## config.mk

```make
export PLATFORM = sky130hd
export DESIGN_NAME = reset_seq_ctrl_flat
export DESIGN_NICKNAME = d
export VERILOG_FILES = /design/src/rtl/reset_seq_pkg.sv /design/src/rtl/reset_seq_ctrl_if.sv /design/src/rtl/lock_sync.sv /design/src/rtl/reset_seq_ctrl.sv /design/src/flat_wrapper.sv
export SDC_FILE = /design/constraint.sdc
export NUM_CORES = 1
export LEC_CHECK = 0
export ABC_AREA = 1
export CAP_MARGIN = 5
export CORE_MARGIN = 5
export CORE_UTILIZATION = 44
export CTS_CLUSTER_DIAMETER = 80
export DETAILED_ROUTE_END_ITERATION = 8
export PLACE_DENSITY = 0.67
export SYNTH_ARGS = -nofsm -noshare
export SYNTH_HDL_FRONTEND = slang
export SYNTH_SLANG_ARGS = --single-unit
```

## constraint.sdc

```tcl
create_clock -name CK -period 2.2 [get_ports CK]
set_clock_uncertainty 0.05 [all_clocks]
set_input_delay 0.22 -clock CK [delete_from_list [all_inputs] [get_ports CK]]
set_output_delay 0.22 -clock CK [all_outputs]
set_load 0.02 [all_outputs]
```

## src/rtl/reset_seq_pkg.sv

```systemverilog
// Shared types and constants for the reset sequencer: FSM state encoding and DRAIN length.
package reset_seq_pkg;

  typedef enum logic [2:0] {
    HOLD,
    STRETCH,
    RELEASE,
    RUN,
    DRAIN
  } state_e;

  localparam int unsigned DRAIN_CYCLES = 2;

  function automatic int unsigned max_u(input int unsigned a, input int unsigned b);
    return (a > b) ? a : b;
  endfunction

endpackage

```

## src/rtl/reset_seq_ctrl_if.sv

```systemverilog
// Lock/request inputs and per-domain reset/enable outputs of the reset sequencer.
interface reset_seq_ctrl_if #(
  parameter int unsigned NUM_DOMAINS = 4
);

  logic                   LOCK;
  logic                   REQ;
  logic [NUM_DOMAINS-1:0] SRN;
  logic [NUM_DOMAINS-1:0] SP;
  logic                   BUSY;
  logic                   DONE;

  modport master (
    input  LOCK,
    input  REQ,
    output SRN,
    output SP,
    output BUSY,
    output DONE
  );

  modport slave (
    output LOCK,
    output REQ,
    input  SRN,
    input  SP,
    input  BUSY,
    input  DONE
  );

endinterface

```

## src/rtl/lock_sync.sv

```systemverilog
// Two-flop synchroniser bringing the asynchronous PLL lock into the CK domain.
module lock_sync (
  input  logic i_clk,
  input  logic i_rst_n,
  input  logic i_async,
  output logic o_sync
);

  logic r_meta;
  logic r_sync;

  always_ff @(posedge i_clk or negedge i_rst_n) begin
    if (!i_rst_n) begin
      r_meta <= 1'b0;
      r_sync <= 1'b0;
    end else begin
      r_meta <= i_async;
      r_sync <= r_meta;
    end
  end

  assign o_sync = r_sync;

endmodule

```

## src/rtl/reset_seq_ctrl.sv

```systemverilog
// Reset sequencer: waits for lock, stretches reset, then releases each domain's reset and
// clock enable in ascending order; drains back to HOLD on request or lock loss.
module reset_seq_ctrl #(
  parameter int unsigned NUM_DOMAINS = 4,
  parameter int unsigned STRETCH     = 16,
  parameter int unsigned STAGE_GAP   = 4
) (
  input  logic              CK,
  input  logic              GSRN,
  reset_seq_ctrl_if.master  bus
);

  import reset_seq_pkg::*;

  localparam int unsigned CntW = $clog2(max_u(STRETCH, STAGE_GAP)) + 1;
  localparam int unsigned IdxW = (NUM_DOMAINS > 1) ? $clog2(NUM_DOMAINS) : 1;

  localparam logic [CntW-1:0]        StretchLast = CntW'(STRETCH - 1);
  localparam logic [CntW-1:0]        GapLast     = CntW'(STAGE_GAP - 1);
  localparam logic [CntW-1:0]        DrainLast   = CntW'(DRAIN_CYCLES - 1);
  localparam logic [IdxW-1:0]        IdxLast     = IdxW'(NUM_DOMAINS - 1);
  localparam logic [NUM_DOMAINS-1:0] Dom0        = NUM_DOMAINS'(1);

  logic                   w_lock_s;
  state_e                 r_state;
  logic [CntW-1:0]        r_cnt;
  logic [IdxW-1:0]        r_idx;
  logic [NUM_DOMAINS-1:0] r_srn;
  logic [NUM_DOMAINS-1:0] r_sp;
  logic                   r_busy;
  logic                   r_done;

  lock_sync u_lock_sync (
    .i_clk   (CK),
    .i_rst_n (GSRN),
    .i_async (bus.LOCK),
    .o_sync  (w_lock_s)
  );

  always_ff @(posedge CK or negedge GSRN) begin
    if (!GSRN) begin
      r_state <= HOLD;
      r_cnt   <= '0;
      r_idx   <= '0;
      r_srn   <= '0;
      r_sp    <= '0;
      r_busy  <= 1'b1;
      r_done  <= 1'b0;
    end else begin
      unique case (r_state)
        HOLD: begin
          r_srn  <= '0;
          r_sp   <= '0;
          r_busy <= 1'b1;
          r_done <= 1'b0;
          if (w_lock_s) begin
            r_state <= reset_seq_pkg::STRETCH;
            r_cnt   <= '0;
          end
        end
        reset_seq_pkg::STRETCH: begin
          if (!w_lock_s) begin
            r_state <= HOLD;
            r_srn   <= '0;
            r_sp    <= '0;
          end else if (r_cnt == StretchLast) begin
            r_state <= RELEASE;
            r_srn   <= Dom0;
            r_cnt   <= '0;
            r_idx   <= '0;
          end else begin
            r_cnt <= r_cnt + CntW'(1);
          end
        end
        RELEASE: begin
          if (!w_lock_s) begin
            r_state <= HOLD;
            r_srn   <= '0;
            r_sp    <= '0;
          end else if (r_cnt == GapLast) begin
            r_cnt <= '0;
            r_sp  <= r_sp | (Dom0 << r_idx);
            if (r_idx == IdxLast) begin
              r_state <= RUN;
              r_busy  <= 1'b0;
              r_done  <= 1'b1;
            end else begin
              // Next domain's reset lifts on the same edge this domain's clock enable does.
              r_srn <= r_srn | (Dom0 << (r_idx + IdxW'(1)));
              r_idx <= r_idx + IdxW'(1);
            end
          end else begin
            r_cnt <= r_cnt + CntW'(1);
          end
        end
        RUN: begin
          if (bus.REQ || !w_lock_s) begin
            r_state <= DRAIN;
            r_sp    <= '0;
            r_busy  <= 1'b1;
            r_done  <= 1'b0;
            r_cnt   <= '0;
          end
        end
        DRAIN: begin
          // Clock enables are already off; give the banks time to settle before reset.
          if (r_cnt == DrainLast) begin
            r_state <= HOLD;
            r_srn   <= '0;
            r_cnt   <= '0;
          end else begin
            r_cnt <= r_cnt + CntW'(1);
          end
        end
        default: begin
          r_state <= HOLD;
          r_srn   <= '0;
          r_sp    <= '0;
          r_busy  <= 1'b1;
          r_done  <= 1'b0;
        end
      endcase
    end
  end

  assign bus.SRN  = r_srn;
  assign bus.SP   = r_sp;
  assign bus.BUSY = r_busy;
  assign bus.DONE = r_done;

endmodule

```

## src/flat_wrapper.sv

```systemverilog
// flat-port wrapper written by rule: the top's interface ports become plain ports
module reset_seq_ctrl_flat import reset_seq_pkg::*;
#(
  parameter int unsigned NUM_DOMAINS = 4,
  parameter int unsigned STRETCH     = 16,
  parameter int unsigned STAGE_GAP   = 4
)
  (CK, GSRN, bus_LOCK, bus_REQ, bus_SRN, bus_SP, bus_BUSY, bus_DONE);
  reset_seq_ctrl_if #(.NUM_DOMAINS(NUM_DOMAINS)) bus_i ();
  input  logic CK;
  input  logic GSRN;
  input wire logic [$bits(bus_i.LOCK)-1:0] bus_LOCK;
  input wire logic [$bits(bus_i.REQ)-1:0] bus_REQ;
  output wire logic [$bits(bus_i.SRN)-1:0] bus_SRN;
  output wire logic [$bits(bus_i.SP)-1:0] bus_SP;
  output wire logic [$bits(bus_i.BUSY)-1:0] bus_BUSY;
  output wire logic [$bits(bus_i.DONE)-1:0] bus_DONE;
  assign bus_i.LOCK = bus_LOCK;
  assign bus_i.REQ = bus_REQ;
  assign bus_SRN = bus_i.SRN;
  assign bus_SP = bus_i.SP;
  assign bus_BUSY = bus_i.BUSY;
  assign bus_DONE = bus_i.DONE;
  reset_seq_ctrl #(.NUM_DOMAINS(NUM_DOMAINS), .STRETCH(STRETCH), .STAGE_GAP(STAGE_GAP)) u_core (.CK(CK), .GSRN(GSRN), .bus(bus_i));
endmodule
```

==> reports/qor.yml <==
synth:
  syn-cell-area_sq_um: 1429
  synth_ff_type: "dfrtp_1"
  ys_seq_elements: 22
  synth_area_leaders: "dfrtp_1 37%, nand2_1 15%, ha_1 8.8%"
  synth_area_per_cell_sq_um: 7.682
  async_flop_share: 1.000
  yosysSeqAreaShare: 0.3862
  syn_inst: 186
  yosysTopAreaCell: "dfrtp_1"
  ys_warn_count: 0
  synth_top_area_frac: 0.3678
  synth-edff-count: 0
  synth_cell_types: 25
  synth_nets: 200
pwr:
  power_leakage_nw: 0.8721
  p_int_mw: 1.006
  p_per_area_nw_per_um2: 1114
  pwr-share-clk: 0.173
  power_switching_mw: 0.8415
  p_sw_frac: 0.4556
  seq_power_share: 0.318
  combPwrFrac: 0.508
  power_mw: 1.847
  peakVddDrop_mv: 0.4415
worst_setup_path:
  worstPathArrival_ns: 1.48
  crit_chain: "clkdlybuf4s50_1"
  critPathLaunchType: "flop"
  r2r-start: "u_core.r_cnt[0]$_DFFE_PN0P_"
  worstSetupStartpoint: "u_core.bus.BUSY$_DFFE_PN1P_"
  critPathKind: "reg2out"
  crit_required_ns: 1.93
  worstPathMaxFanout: 2
  cpPeakStageDelay_ns: 0.60
  path_buf_inv: 1
  cp_slowest_cell: "clkdlybuf4s50_1"
  worst_setup_path_end_kind: "output port"
  critical-path-top-delay-family: "buffers and inverters"
global_routing:
  grt-ovfl-total: 0
  grt_pass1_wl_mm: 5.285
  grtUsageTotal: 0.1568
  grt_pass1_vias: 1165
  grt_antenna_before_repair: 0
  grt_max_degree: 14
routing:
  routed_wl_mm: 3.029
  vias: 1213
  drc: 0
  routedWlPerCell_um: 12.31
  drt_iter0_drc: 103
  dr.pass1.iters: 4
  viasPerCell: 4.931
  antenna_left: 0
sta:
  setup_slack_ns: 0.4481
  setup_viol: 0
  fmax_ghz: 0.5708
  finalHoldViolations: 0
  tightest_slew_ns: 0.4967
  tns_ns: 0
  min_period_ns: 1.752
  min_period_over_period: 0.7963
  slew_headroom: 0.6679
  rsz0062_at_grt: "false"
  report.final.slew_viol_count: 0
cts:
  cts_buffer_depth: 2
  tritoncts: "built"
  cts-hold-fix-buffers: 0
  cts-resized-gates: 0
  clkLatencyLatePin_ns: 0.32
  cts_setup_buffers: 0
  clk_pin_slew_ns: 0.14
  root_buffer: "clkbuf_4"
  cts_sinks: 22
  numCtsBuffers: 3
  htreeDepth: 1
place:
  preCtsSetupSlack_ns: 0.5034
  detailed_place.area_sq_um: 1605
  io_buffers: 13
  detailedPlacementHpwl_mm: 2.316
  gp_congestion: 0.8635
status:
  status: "finished clean"
floorplan:
  io_pins: 14
  die_h_um: 66.99
  rows: 20
  start_util: 0.4642
  dieArea_sq_um: 4487
  fp.dieW_um: 66.99
  core_sq_um: 3078
layout:
  fin_area_sq_um: 1658
  diodes: 0
  fillers: 290
  layout-drive-gt1-share: 0.1337
  final_nets: 217
  area_delta_synth_final_pct: 16.02
flow_run:
  cap_violations: 0
worst_hold_path:
  min_path_type: "in2async"
==> power by group through the flow <==
stage	registers, mW	logic (mW)	clock network, mW
3_5_place_dp	0.593	0.937	0
5_1_grt	0.604	1.06	0.345
4_1_cts	0.585	0.945	0.327
2_1_floorplan	0.615	0.684	0
6_report	0.588	0.939	0.320
3_3_place_gp	0.589	0.920	0
==> layer usage <==
layer	GRT usage	part of all wire	up-vias
met3	0.02867	0.040	7
met4	0.06835	0.020	0
met1	0.2046	0.47	562
li1	-	-	618
met2	0.2512	0.47	26
met5	0	0	-
==> final timing paths <==
kind / cells after the start / to / slack (ns)
setup / recovery: 1 / bus_BUSY / 0.45
setup reg to reg: 11 / u_core.bus.SRN[3]$_DFFE_PN0P_ / 0.49
max in group asynchronous: 2 / u_core.r_state[0]$_DFFE_PN0P_ / 1.38
hold / removal: 1 / u_core.bus.DONE$_DFFE_PN0P_ / 0.16
hold reg to reg: 0 / u_core.u_lock_sync.o_sync$_DFF_PN0_ / 0.31
min in group CK: 1 / u_core.u_lock_sync.r_meta$_DFF_PN0_ / 0.29
==> placed cells by master (no fill, tap or decap) <==
cell type,instances
nand2_1,59
nand3_1,21
dfrtp_1,21
inv_1,16
nor2_1,14
clkdlybuf4s50_1,13
ha_1,10
o21ai_0,9
nand2_2,5
inv_2,3
o21ai_1,3
nor2_4,3
nand3b_1,3
clkbuf_4,3
nand3_2,2
nor2_2,2
o21ai_2,2
nand2_4,2
nand4_1,2
xor2_1,2
nor2b_1,1
a21oi_4,1
inv_4,1
and2_1,1
bufinv_16,1
buf_4,1
dfstp_2,1
==> cells by family (layout without fill, tap and decap cells) <==
| group | Yosys count | after routing | share of synthesized area |
|---|---|---|---|
| compound gates | 15 | 15 | 0.06567 |
| xor+xnor | 2 | 2 | 0.01226 |
| fa+ha+maj | 10 | 10 | 0.08757 |
| buf+inv | 22 | 38 | 0.06567 |
| flops | 22 | 22 | 0.3862 |
| simple gates | 115 | 115 | 0.3827 |
==> flip-flops by register name, indices dropped and copies added, names as in the netlist <==
register / flops
u_core.bus.BUSY: 1
u_core.bus.DONE: 1
u_core.bus.SP: 4
u_core.bus.SRN: 4
u_core.r_cnt: 5
u_core.r_idx: 2
u_core.r_state: 3
u_core.u_lock_sync.o_sync: 1
u_core.u_lock_sync.r_meta: 1
==> cell usage after synthesis (3+ instances only) <==
library cell,n
ha_1,10
inv_1,16
nand2_1,59
nor2_1,14
nand3_1,21
nand3b_1,3
inv_2,3
nor2_4,3
dfrtp_1,21
o21ai_1,3
o21ai_0,9
nand2_2,5
==> stage by stage <==
| stage | std cells | util | hold slack (ns) |
|---|---|---|---|
| finish | 246 | 0.5386 | 0.1596 |
| global route | 246 | 0.5386 | 0.2080 |
| CTS | 246 | 0.5386 | 0.1915 |
| detailed placement | 242 | 0.5215 | 0.2864 |
| global placement | 242 | 0.5215 | 0.2874 |
| floorplan | 186 | - | -0.1256 |
==> area by class of cell <==
type                            count  area, sq um  area share
Inverter                           20        77.57     0.04679
Sequential cell                    22        551.8      0.3328
Clock buffer                        3        22.52     0.01358
Multi-Input combinational cell    142        783.3      0.4725
Timing Repair Buffer               14        137.6     0.08302
Tap cell                           44        55.05     0.03321
Clock inverter                      1        30.03     0.01811
No activity file was read; power rests on OpenSTA's default activity.
